$ cat src/rtl/uart_pkg.sv
// Shared types and constants for the UART receive path.
`timescale 1ns/1ps
package uart_pkg;
  localparam int DATA_BITS     = 8;
  localparam int RX_FIFO_DEPTH = 8;

  typedef enum logic [2:0] {
    ST_IDLE,
    ST_START,
    ST_DATA,
    ST_STOP,
    ST_WAIT_HIGH
  } rx_state_e;
endpackage

$ cat src/rtl/uart_rx_fifo.sv
// Small synchronous FIFO holding received bytes; head entry is always on rdata.
// A push into a full FIFO is accepted only when a pop happens in the same cycle.
`timescale 1ns/1ps
module uart_rx_fifo #(
  parameter int WIDTH = 8,
  parameter int DEPTH = 8
) (
  input  logic             clk,
  input  logic             rst,
  input  logic             push,
  input  logic [WIDTH-1:0] wdata,
  input  logic             pop,
  output logic [WIDTH-1:0] rdata,
  output logic             full,
  output logic             empty
);
  localparam int AW = $clog2(DEPTH);
  localparam logic [AW-1:0] PTR_LAST = AW'(DEPTH - 1);

  logic [DEPTH-1:0][WIDTH-1:0] mem_q, mem_d;
  logic [AW-1:0] wr_ptr_q, wr_ptr_d, rd_ptr_q, rd_ptr_d;
  logic [AW:0]   cnt_q, cnt_d;
  logic          do_push, do_pop;

  assign full    = (cnt_q == (AW+1)'(DEPTH));
  assign empty   = (cnt_q == '0);
  assign do_push = push && (!full || pop);
  assign do_pop  = pop && !empty;
  assign rdata   = mem_q[rd_ptr_q];

  // Pointer, occupancy and storage update
  always_comb begin
    mem_d    = mem_q;
    wr_ptr_d = wr_ptr_q;
    rd_ptr_d = rd_ptr_q;
    cnt_d    = cnt_q;
    if (do_push) begin
      mem_d[wr_ptr_q] = wdata;
      wr_ptr_d = (wr_ptr_q == PTR_LAST) ? '0 : wr_ptr_q + 1'b1;
    end
    if (do_pop)
      rd_ptr_d = (rd_ptr_q == PTR_LAST) ? '0 : rd_ptr_q + 1'b1;
    case ({do_push, do_pop})
      2'b10:   cnt_d = cnt_q + 1'b1;
      2'b01:   cnt_d = cnt_q - 1'b1;
      default: cnt_d = cnt_q;
    endcase
  end

  // FIFO state registers
  always_ff @(posedge clk or posedge rst) begin
    if (rst) begin
      mem_q    <= '0;
      wr_ptr_q <= '0;
      rd_ptr_q <= '0;
      cnt_q    <= '0;
    end else begin
      mem_q    <= mem_d;
      wr_ptr_q <= wr_ptr_d;
      rd_ptr_q <= rd_ptr_d;
      cnt_q    <= cnt_d;
    end
  end
endmodule

$ cat src/rtl/uart_receiver.sv
// 8N1 UART receiver with a ready/valid byte output.
// Define UART_RX_FIFO_EN to buffer bytes in an RX_FIFO_DEPTH FIFO instead of
// a single holding register.
`timescale 1ns/1ps
module uart_receiver
  import uart_pkg::*;
#(
  parameter int CLK_HZ   = 50_000_000,
  parameter int BIT_RATE = 115_200
) (
  input  logic                 clk,
  input  logic                 rst,
  input  logic                 rx,
  output logic [DATA_BITS-1:0] rx_data,
  output logic                 rx_valid,
  input  logic                 rx_ready,
  output logic                 frame_err,
  output logic                 overrun,
  output logic                 busy
);
  localparam int BIT_CYCLES  = CLK_HZ / BIT_RATE;
  localparam int HALF_CYCLES = BIT_CYCLES / 2;
  localparam int CNT_W       = $clog2(BIT_CYCLES);
  localparam int BIDX_W      = $clog2(DATA_BITS);
  localparam logic [CNT_W-1:0]  BIT_LAST  = CNT_W'(BIT_CYCLES - 1);
  localparam logic [CNT_W-1:0]  HALF_LAST = CNT_W'(HALF_CYCLES - 1);
  localparam logic [BIDX_W-1:0] BIDX_LAST = BIDX_W'(DATA_BITS - 1);

  rx_state_e            state_q, state_d;
  logic [CNT_W-1:0]     cnt_q, cnt_d;
  logic [BIDX_W-1:0]    bit_idx_q, bit_idx_d;
  logic [DATA_BITS-1:0] shift_q, shift_d;
  logic                 rx_meta_q, rx_meta_d, rx_sync_q, rx_sync_d;
  logic [1:0]           sync_vld_q, sync_vld_d;
  logic                 armed_q, armed_d;
  logic                 frame_err_q, frame_err_d, overrun_q, overrun_d;
  logic                 stop_tick, push, pop;

  // Synchronizer inputs; armed tracks a genuinely observed high line so that
  // the reset value of the synchronizer never looks like a falling edge.
  always_comb begin
    rx_meta_d  = rx;
    rx_sync_d  = rx_meta_q;
    sync_vld_d = {sync_vld_q[0], 1'b1};
    armed_d    = sync_vld_q[1] && rx_sync_q;
  end

  // Synchronizer and edge-detect registers
  always_ff @(posedge clk or posedge rst) begin
    if (rst) begin
      rx_meta_q  <= 1'b1;
      rx_sync_q  <= 1'b1;
      sync_vld_q <= '0;
      armed_q    <= 1'b0;
    end else begin
      rx_meta_q  <= rx_meta_d;
      rx_sync_q  <= rx_sync_d;
      sync_vld_q <= sync_vld_d;
      armed_q    <= armed_d;
    end
  end

  // FSM and datapath state register
  always_ff @(posedge clk or posedge rst) begin
    if (rst) begin
      state_q     <= ST_IDLE;
      cnt_q       <= '0;
      bit_idx_q   <= '0;
      shift_q     <= '0;
      frame_err_q <= 1'b0;
      overrun_q   <= 1'b0;
    end else begin
      state_q     <= state_d;
      cnt_q       <= cnt_d;
      bit_idx_q   <= bit_idx_d;
      shift_q     <= shift_d;
      frame_err_q <= frame_err_d;
      overrun_q   <= overrun_d;
    end
  end

  // Next state: mid-bit sampling driven by the cycle counter
  always_comb begin
    state_d   = state_q;
    cnt_d     = cnt_q;
    bit_idx_d = bit_idx_q;
    shift_d   = shift_q;
    case (state_q)
      ST_IDLE: begin
        cnt_d = '0;
        if (armed_q && !rx_sync_q) state_d = ST_START;
      end
      ST_START: begin
        if (cnt_q == HALF_LAST) begin
          cnt_d     = '0;
          bit_idx_d = '0;
          state_d   = rx_sync_q ? ST_IDLE : ST_DATA;
        end else begin
          cnt_d = cnt_q + 1'b1;
        end
      end
      ST_DATA: begin
        if (cnt_q == BIT_LAST) begin
          cnt_d     = '0;
          shift_d   = {rx_sync_q, shift_q[DATA_BITS-1:1]};
          bit_idx_d = bit_idx_q + 1'b1;
          if (bit_idx_q == BIDX_LAST) state_d = ST_STOP;
        end else begin
          cnt_d = cnt_q + 1'b1;
        end
      end
      ST_STOP: begin
        if (cnt_q == BIT_LAST) begin
          cnt_d   = '0;
          state_d = rx_sync_q ? ST_IDLE : ST_WAIT_HIGH;
        end else begin
          cnt_d = cnt_q + 1'b1;
        end
      end
      ST_WAIT_HIGH: begin
        cnt_d = '0;
        if (rx_sync_q) state_d = ST_IDLE;
      end
      default: state_d = ST_IDLE;
    endcase
  end

  // FSM outputs: push on a good stop bit, error on a bad one
  always_comb begin
    stop_tick   = (state_q == ST_STOP) && (cnt_q == BIT_LAST);
    push        = stop_tick && rx_sync_q;
    frame_err_d = stop_tick && !rx_sync_q;
    busy        = (state_q != ST_IDLE);
  end

`ifdef UART_RX_FIFO_EN
  logic fifo_full, fifo_empty;
  logic [DATA_BITS-1:0] fifo_rdata;

  uart_rx_fifo #(.WIDTH(DATA_BITS), .DEPTH(RX_FIFO_DEPTH)) u_fifo (
    .clk   (clk),
    .rst   (rst),
    .push  (push),
    .wdata (shift_q),
    .pop   (pop),
    .rdata (fifo_rdata),
    .full  (fifo_full),
    .empty (fifo_empty)
  );

  // Overrun only when full and no slot frees up this cycle
  always_comb begin
    pop       = !fifo_empty && rx_ready;
    overrun_d = push && fifo_full && !pop;
  end

  assign rx_valid = !fifo_empty;
  assign rx_data  = fifo_rdata;
`else
  logic                 hold_vld_q, hold_vld_d;
  logic [DATA_BITS-1:0] hold_data_q, hold_data_d;

  // Single holding register; a same-cycle pop frees it for the new byte
  always_comb begin
    pop         = hold_vld_q && rx_ready;
    hold_vld_d  = hold_vld_q;
    hold_data_d = hold_data_q;
    overrun_d   = 1'b0;
    if (pop) hold_vld_d = 1'b0;
    if (push) begin
      if (!hold_vld_q || pop) begin
        hold_vld_d  = 1'b1;
        hold_data_d = shift_q;
      end else begin
        overrun_d = 1'b1;
      end
    end
  end

  // Holding register state
  always_ff @(posedge clk or posedge rst) begin
    if (rst) begin
      hold_vld_q  <= 1'b0;
      hold_data_q <= '0;
    end else begin
      hold_vld_q  <= hold_vld_d;
      hold_data_q <= hold_data_d;
    end
  end

  assign rx_valid = hold_vld_q;
  assign rx_data  = hold_data_q;
`endif

  assign frame_err = frame_err_q;
  assign overrun   = overrun_q;
endmodule

$ cat config.mk
export PLATFORM = sky130hd
export DESIGN_NAME = uart_receiver
export DESIGN_NICKNAME = d
export VERILOG_FILES = /design/src/rtl/uart_pkg.sv /design/src/rtl/uart_rx_fifo.sv /design/src/rtl/uart_receiver.sv
export SDC_FILE = /design/constraint.sdc
export NUM_CORES = 1
export LEC_CHECK = 0
export CAP_MARGIN = 20
export CORE_MARGIN = 1
export CORE_UTILIZATION = 57
export DETAILED_ROUTE_END_ITERATION = 10
export PLACE_DENSITY = 0.79
export SLEW_MARGIN = 20
export SYNTH_ARGS = -nofsm -noshare
export SYNTH_HDL_FRONTEND = slang
export SYNTH_SLANG_ARGS = --single-unit
$ cat constraint.sdc
create_clock -name clk -period 2.66 [get_ports clk]
set_clock_uncertainty 0.2 [all_clocks]
set_input_delay 0.532 -clock clk [delete_from_list [all_inputs] [get_ports clk]]
set_output_delay 0.532 -clock clk [all_outputs]
set_load 0.02 [all_outputs]
Word level (Yosys, flattened, before mapping)

Cells that the tools add are included.

Word-level logic and storage cells: 66
Output and inout port bits: 12
Flip-flop bits (word level): 39
Input bits: 4

Equality and inequality tests: 13
Reduce and logical (&&, ||, !) cells: 19
Add/subtract/negate cells: 2
Muxes and demuxes: 20

Operators by type and width:

| operator            | number |
|---|---|
| $mux 3              | 9 |
| $pmux 9 s3          | 1 |
| $mux 9              | 2 |
| $pmux 3 s5          | 1 |
| $ne 2x2->1 const B  | 6 |
| $add 9x1->9 const B | 1 |
| $eq 9x8->1 const B  | 1 |
| $eq 9x9->1 const B  | 1 |
| $eq 3x2->1 const B  | 2 |
| $eq 3x3->1 const B  | 2 |
| $logic_and 1x1->1   | 6 |
| $pmux 3 s2          | 1 |
| $reduce_and 6->1    | 1 |
| $reduce_bool 3->1   | 2 |
| $mux 1              | 5 |
| $reduce_and 2->1    | 2 |
| $reduce_or 2->1     | 2 |
| $add 3x1->3 const B | 1 |
| $eq 3x1->1 const B  | 1 |
| $logic_not 3->1     | 1 |
| $reduce_and 3->1    | 1 |
| $logic_not 1->1     | 2 |
| $mux 2              | 1 |
| $reduce_bool 2->1   | 1 |
| $logic_or 1x1->1    | 1 |

Depth between registers and ports, before layout

Gate-level depths: netlist (run 1).

Depth in word-level cells: 4
Mapped depth: 7
Gate-level depth less buffers: 6

Least setup slack after synthesis (run 1)

No wires, ideal clock.

Path kind: flip-flop to flip-flop
Start point: register cnt_q[1]
End point: register hold_data_q[0], in the netlist rx_data[0]
Setup time: 0.125 ns
Cell stages (with the launch flop): 8
Buffers on the path: 1
Arrival: 1.626 ns
Required time: 2.335 ns
Slack: 0.708 ns
Clock period less this slack: 1.952 ns
Path through: dfrtp_1 -> inv_1 -> ha_1 -> and4bb_1 -> and2_4 -> and3_4 -> buf_8 -> mux2_4

Longest elaborated chain between the ends: 4

Ends and longest elaborated chain:

| what                       | line                 | text |
|---|---|---|
| start, declared            | uart_receiver.sv:30  | `logic [CNT_W-1:0] cnt_q, cnt_d;` |
| start signal, assigned     | uart_receiver.sv:74  | `cnt_q <= cnt_d;` |
| $eq 9x9->1                 | uart_receiver.sv:130 | `stop_tick = (state_q == ST_STOP) && (cnt_q == BIT_LAST);` |
| $logic_and 1x1->1          | uart_receiver.sv:130 |  |
| $logic_and 1x1->1          | uart_receiver.sv:131 | `push = stop_tick && rx_sync_q;` |
| $reduce_and 2->1 (no line) | --                   |  |
| end signal, assigned       | uart_receiver.sv:187 | `hold_data_q <= hold_data_d;` |
| end, declared              | uart_receiver.sv:161 | `logic [DATA_BITS-1:0] hold_data_q, hold_data_d;` |

No other way between the ends.
A chain may end at the register's enable or synchronous reset.

Worst setup path after layout (run 1)

Start point: register state_q[0]
End point: output busy

Longest elaborated chain between the ends: 1

Ends and longest elaborated chain:

| what                   | line                 | text |
|---|---|---|
| start, declared        | uart_receiver.sv:29  | `rx_state_e state_q, state_d;` |
| start signal, assigned | uart_receiver.sv:73  | `state_q <= state_d;` |
| $reduce_bool 3->1      | uart_receiver.sv:133 | `busy = (state_q != ST_IDLE);` |
| end, declared          | uart_receiver.sv:19  | `output logic busy` |

No other way between the ends.

==> metrics.cfg, run 1 <==
[run_status]
status=completed

[sta]
whs_ps=160.2
finalWorstSetupSlack_ps=107.7
tightestPinTransition_ps=542.2
max_slew_margin_pct=62.92
hold_viol_final=0
grt_setup_unrepaired=false
fmax_ghz=0.3918
timing.final.crit_share_pct=95.95
drv_slew=0
setup_viol=0
post-route-min-period_ps=2552
fin_setup_tns_ps=0

[synthesis]
synth_area_leaders=dfrtp_1, mux2_4, mux2_2
avgSynthCellArea_um2=11.59
synthCells=164
synth_nets=173
ys_ff_latch=39
ys_types=50
synth_commonest_cells=dfrtp_1, nand2_1, mux2_2, mux2_4, o21ai_0
synth-edff-count=0
synth_area_um2=1901
synth_ff_type=dfrtp_1
seq_area_frac_synth_pct=51.48
netlist.area_leader.share_pct=48.72
synth_warnings=0
synth.largest_area_cell=dfrtp_1
ys_async_sr_fraction_pct=100.0
yosysMostFrequentCell=dfrtp_1

[power]
p_per_area_nw_per_um2=620.6
power_mw=1.317
ir_drop_uv=456.9
power.leakage_nw=0.9738

[grt]
overflow=0
grt_usage_pct=21.75
grt_max_degree=40
grt_pass1_vias=1180
grt_util_met1_pct=28.57
use_met2_pct=32.70
met3_usage_pct=4.762
antenna_found_initial=0
grt_pass1_wl_um=5499
gr-max-usage-layer=met2

[critical_path]
path_buf_inv=1
arrival_ps=1820
crit_path_cell_trace=or3_1 > clkdlybuf4s50_1
critical-path-top-delay-family=buffers and inverters
crit_start=state_q[0]
r2r_slack_ps=520
path_class=reg2out
critical_path_required_ps=1930
endpoint_kind=output pin
r2r_start=cnt_q[0]
cpMaxStageDelayCell=clkdlybuf4s50_1
max_stage_delay_ps=540
worstSetupStartpointType=flip-flop
path_max_fanout=13

[drt]
drtAntennaViolNets=0
dr.pass1.iters=4
vias=1279
routed_wirelength_um=3310
route.detailed.drc=0
avgViaCountPerCell=5.659
routedWlPerCell_um=14.65
drt_iter0_markers=77

[layout]
nets=190
design_area_um2=2122
n_antenna_cell=0
drive_gt1_share_pct=19.23
area_growth_pct=11.65

[floorplanning]
boundaryPins=16
rows=20
start_util_pct=61.25
dieWidth_um=59.75
die_area_um2=3569
die_h_um=59.75
core_area_um2=3103

[cts]
cts-resized-gates=0
htree_levels=2
path_clk_slew_ps=120
postCtsHoldBufs=0
cts_buffers=5
insertion_delay_ps=340
cts_tree=yes
clkSinkCount=39
clock-root-buffer=clkbuf_4
clockBufferDepth=2
post_cts_buffers=0

[placement]
place_area_um2=2068
post-dp-hpwl_um=2340
portBuffers=15
dp_worst_setup_slack_ps=502.7
place_congestion=0.8509

[min_path]
holdCritStartpoint=sync_vld_q[0]
min_path_type=reg2reg

[run]
maxCapViolations=0

==> final cells by class <==
| class | count | area (um2) |
|---|---|---|
| fill | 253 | 980.9 |
| sequential | 39 | 978.4 |
| clock inverter | 2 | 12.51 |
| tap | 44 | 55.05 |
| inverter | 5 | 18.77 |
| multi-input combinational | 114 | 858.3 |
| timing repair buffer | 16 | 157.7 |
| clock buffer | 6 | 41.29 |
==> cells by family after synthesis <==
group	after synthesis	share of synthesized area, %
AOI/OAI and AO/OA	28	10.07
adders and majority gates	5	3.292
buffers and inverters	11	3.357
DFF	39	51.48
muxes	20	13.17
other	1	0.1973
and+or+nand+nor	60	18.43
==> power breakdown <==
group | switching [mW] | total, mW | internal, mW
sequential | 0.0716 | 0.701 | 0.629
combinational | 0.191 | 0.326 | 0.135
clock | 0.189 | 0.291 | 0.102
==> path summary, 6_finish.rpt <==
path | depth (start not counted) | endpoint
setup / recovery | 2 | busy
hold / removal | 0 | sync_vld_q[1]
setup reg to reg | 6 | cnt_q[7]
hold reg to reg | 0 | sync_vld_q[1]
max in group asynchronous | 3 | rx_sync_q
min in group asynchronous | 3 | frame_err
==> placed cells by master, fill, tap and decap left out, types with 2 or more instances in the layout <==
cell type / count
dfrtp_1: 37
nand2_1: 19
clkdlybuf4s50_1: 15
o21ai_0: 8
mux2_4: 8
mux2_2: 8
nor2_1: 7
nor3_1: 5
inv_1: 5
ha_1: 5
clkbuf_4: 5
mux2i_1: 4
nor2b_1: 3
o211ai_1: 3
a21oi_1: 3
nor3b_1: 3
nand3_1: 3
nand2b_1: 2
and2_1: 2
and3_1: 2
o21a_1: 2
o22ai_1: 2
dfstp_2: 2
==> metal layers <==
layer  vias to the layer above  part of all wire [%]
met3                        10                   4.7
met2                        33                    46
met5                         -                     0
met1                       617                    47
li1                        619                     -
met4                         0                   2.6
==> stage by stage <==
step / cells / util (%)
detailed placement: 218 / 66.65
finish: 226 / 68.39
CTS: 226 / 68.39
floorplan: 164 / -
global route: 226 / 68.39
global placement: 218 / 66.65
==> sequential cells by signal (all words and copies together) (netlist names) <==
signal / count
overrun: 1
frame_err: 1
sync_vld_q: 2
cnt_q: 9
state_q: 3
armed_q: 1
bit_idx_q: 3
shift_q: 8
rx_meta_q: 1
rx_valid: 1
rx_data: 8
rx_sync_q: 1
Power figures use the tool's default switching activity.
==> run 2, diff against run 1 <==
--- a/config.mk
+++ b/config.mk
@@ -6,9 +6,10 @@
 export NUM_CORES = 1
 export LEC_CHECK = 0
+export ABC_AREA = 1
 export CAP_MARGIN = 20
 export CORE_MARGIN = 1
-export CORE_UTILIZATION = 57
+export CORE_UTILIZATION = 56
 export DETAILED_ROUTE_END_ITERATION = 10
-export PLACE_DENSITY = 0.79
+export PLACE_DENSITY = 0.78
 export SLEW_MARGIN = 20
 export SYNTH_ARGS = -nofsm -noshare
--- a/constraint.sdc
+++ b/constraint.sdc
@@ -3,3 +3,3 @@
 set_input_delay 0.532 -clock clk [delete_from_list [all_inputs] [get_ports clk]]
 set_output_delay 0.532 -clock clk [all_outputs]
-set_load 0.02 [all_outputs]
+set_load 0.005 [all_outputs]
==> metrics.cfg, run 2 <==
[synthesis]
avgSynthCellArea_um2=8.290  ; was 11.59 um2
seq_area_frac_synth_pct=51.99  ; was 51.48%
synth_warnings=0  ; unchanged
netlist.area_leader.share_pct=49.20  ; was 48.72%
synth_nets=236  ; was 173
ys_ff_latch=39  ; unchanged
synth_ff_type=dfrtp_1  ; unchanged
synth.largest_area_cell=dfrtp_1  ; unchanged
synthCells=227  ; was 164
synth-edff-count=0  ; unchanged
synth_commonest_cells=nand2_1, dfrtp_1, nand3_1  ; was dfrtp_1, nand2_1, mux2_2, mux2_4, o21ai_0
synth_area_leaders=dfrtp_1, nand2_1, nand3_1  ; was dfrtp_1, mux2_4, mux2_2
synth_area_um2=1882  ; was 1901 um2
yosysMostFrequentCell=nand2_1  ; was dfrtp_1
ys_types=26  ; was 50
ys_async_sr_fraction_pct=100.0  ; unchanged

[cts]
clock-root-buffer=clkbuf_4  ; unchanged
cts_tree=yes  ; unchanged
cts_buffers=5  ; unchanged
clockBufferDepth=2  ; unchanged
clkSinkCount=39  ; unchanged
cts-resized-gates=0  ; unchanged
htree_levels=2  ; unchanged
path_clk_slew_ps=130  ; was 120 ps
insertion_delay_ps=360  ; was 340 ps
postCtsHoldBufs=0  ; unchanged
post_cts_buffers=0  ; unchanged

[power]
power.leakage_nw=1.106  ; was 0.9738 nW
ir_drop_uv=457.0  ; was 456.9 uV
p_sw_share_pct=37.34  ; was 34.26%
p_seq_share_pct=47.7  ; was 53.2%
power.switching_uw=557.5  ; was 451.2 uW
pwr-share-comb_pct=30.2  ; was 24.7%
clockPowerShare_pct=22.1  ; about the same
power_mw=1.493  ; was 1.317 mW
p_int_uw=935.7  ; was 865.8 uW
p_per_area_nw_per_um2=698.3  ; was 620.6 nW/um2

[critical_path]
crit_path_cell_trace=nor2_1 > nand2_1 > clkdlybuf4s50_1  ; was or3_1 > clkdlybuf4s50_1
path_max_fanout=6  ; was 13
r2r_slack_ps=710  ; was 520 ps
r2r_end=rx_data[6]  ; was cnt_q[7]
critical_path_required_ps=1930  ; about the same
max_stage_delay_ps=470  ; was 540 ps
crit_end=busy  ; unchanged
crit_start=state_q[0]  ; unchanged
path_buf_inv=1  ; unchanged
r2r_start=cnt_q[1]  ; was cnt_q[0]
cp.depth=3  ; was 2
endpoint_kind=output pin  ; unchanged
cpMaxStageDelayCell=dfrtp_1  ; was clkdlybuf4s50_1
arrival_ps=1620  ; was 1820 ps
critical-path-top-delay-family=flip-flops  ; was buffers and inverters
worst_r2r_path_depth=9  ; was 6
path_class=reg2out  ; unchanged
worstSetupStartpointType=flip-flop  ; unchanged

[grt]
grt_pass1_vias=1334  ; was 1180
grt_max_degree=40  ; unchanged
antenna_found_initial=0  ; unchanged
grt_pass1_wl_um=5623  ; was 5499 um
overflow=0  ; unchanged
grt_usage_pct=22.04  ; was 21.75%

[floorplanning]
die_area_um2=3596  ; was 3569 um2
rows=20  ; unchanged
core_area_um2=3128  ; was 3103 um2
dieWidth_um=59.97  ; was 59.75 um
boundaryPins=16  ; unchanged
die_h_um=59.97  ; was 59.75 um
start_util_pct=60.16  ; was 61.25%

[sta]
post-route-min-period_ps=2349  ; was 2552 ps
fin_setup_tns_ps=0  ; unchanged
hold_viol_final=0  ; unchanged
grt_setup_unrepaired=false  ; unchanged
drv_slew=0  ; unchanged
timing.final.crit_share_pct=88.29  ; was 95.95%
fmax_ghz=0.4258  ; was 0.3918 GHz
setup_viol=0  ; unchanged

[layout]
fillers=262  ; was 253
layout_common_cells=nand2_1, dfrtp_1, nand3_1  ; was dfrtp_1, nand2_1, clkdlybuf4s50_1
area_growth_pct=13.63  ; was 11.65%
final_common_cell=nand2_1  ; was dfrtp_1
design_area_um2=2138  ; was 2122 um2
drive_gt1_share_pct=11.29  ; was 19.23%
nets=256  ; was 190
largest_register=cnt_q  ; unchanged
largest_register_ffs=9  ; unchanged
n_antenna_cell=0  ; unchanged

[drt]
drtAntennaViolNets=0  ; unchanged
drt_iter0_markers=92  ; was 77
avgViaCountPerCell=5.079  ; was 5.659
routed_wirelength_um=3348  ; was 3310 um
route.detailed.drc=0  ; unchanged
routedWlPerCell_um=11.47  ; was 14.65 um
dr.pass1.iters=4  ; unchanged
vias=1483  ; was 1279

[placement]
portBuffers=15  ; unchanged
post-dp-hpwl_um=2412  ; was 2340 um
place_area_um2=2071  ; was 2068 um2
place_congestion=0.8651  ; was 0.8509

[run]
maxCapViolations=0  ; unchanged

[run_status]
status=completed  ; unchanged

[min_path]
min_path_type=reg2reg  ; unchanged

run 2: power groups by stage:
stage / sequential [mW] / clock [mW] / combinational (mW)
2_1_floorplan: 0.708 / 0 / 0.353
3_3_place_gp: 0.720 / 0 / 0.448
3_5_place_dp: 0.722 / 0 / 0.453
4_1_cts: 0.711 / 0.342 / 0.454
5_1_grt: 0.720 / 0.377 / 0.514
6_report: 0.712 / 0.330 / 0.451
run 2: cell type report:
class,count,area (um2),area share (%)
inverter,25,93.84,4.389
clock buffer,6,51.30,2.399
sequential,39,978.4,45.76
tap,44,55.05,2.575
timing repair buffer,17,165.2,7.724
multi-input combinational,159,778.2,36.40
clock inverter,2,16.27,0.7607
run 2: metrics by stage:
step,setup slack (ps),utilization (%),hold slack [ps],std cells
after global placement,693.5,66.20,138.4,284
after global routing,192.2,68.36,171.0,292
final,311.5,68.36,160.1,292
after detailed placement,706.5,66.20,149.1,284
after CTS,285.2,68.36,169.5,292
after floorplan,963.7,-,131.2,227
run 2: metal layers:
layer	track usage [%]	vias up	wire, um
met5	0	-	0
met4	6.645	0	52
met3	9.091	8	129
met2	34.76	28	1611
met1	27.70	691	1555
li1	-	756	-
run 2: cells by family after synthesis:
| kind of cell | Yosys count | synth area share (%) |
|---|---|---|
| AO/OA/AOI/OAI | 13 | 3.989 |
| XOR/XNOR | 1 | 0.4655 |
| adder cells (fa/ha/maj) | 5 | 3.324 |
| buffers and inverters | 29 | 6.648 |
| flip-flops | 39 | 51.99 |
| other | 1 | 0.1993 |
| AND/OR/NAND/NOR | 139 | 33.38 |
run 2: how the worst min path moves through the flow:
stage / start / to / cells after the start
finish: rx_meta_q / rx_sync_q / 0
floorplan: sync_vld_q[0] / sync_vld_q[1] / 0
global route: rx_meta_q / rx_sync_q / 0
global placement: sync_vld_q[0] / sync_vld_q[1] / 0
detailed placement: rx_meta_q / rx_sync_q / 0
CTS: rx_meta_q / rx_sync_q / 0
run 2: worst register-to-register path, cell delays in order (launching register included):
cell	delay (ps)
dfrtp_1	410
inv_1	100
ha_1	160
nand2_1	70
nor2_2	130
nand2_2	120
nor3_4	380
nand2_4	140
nand2_1	90
nand2_1	40
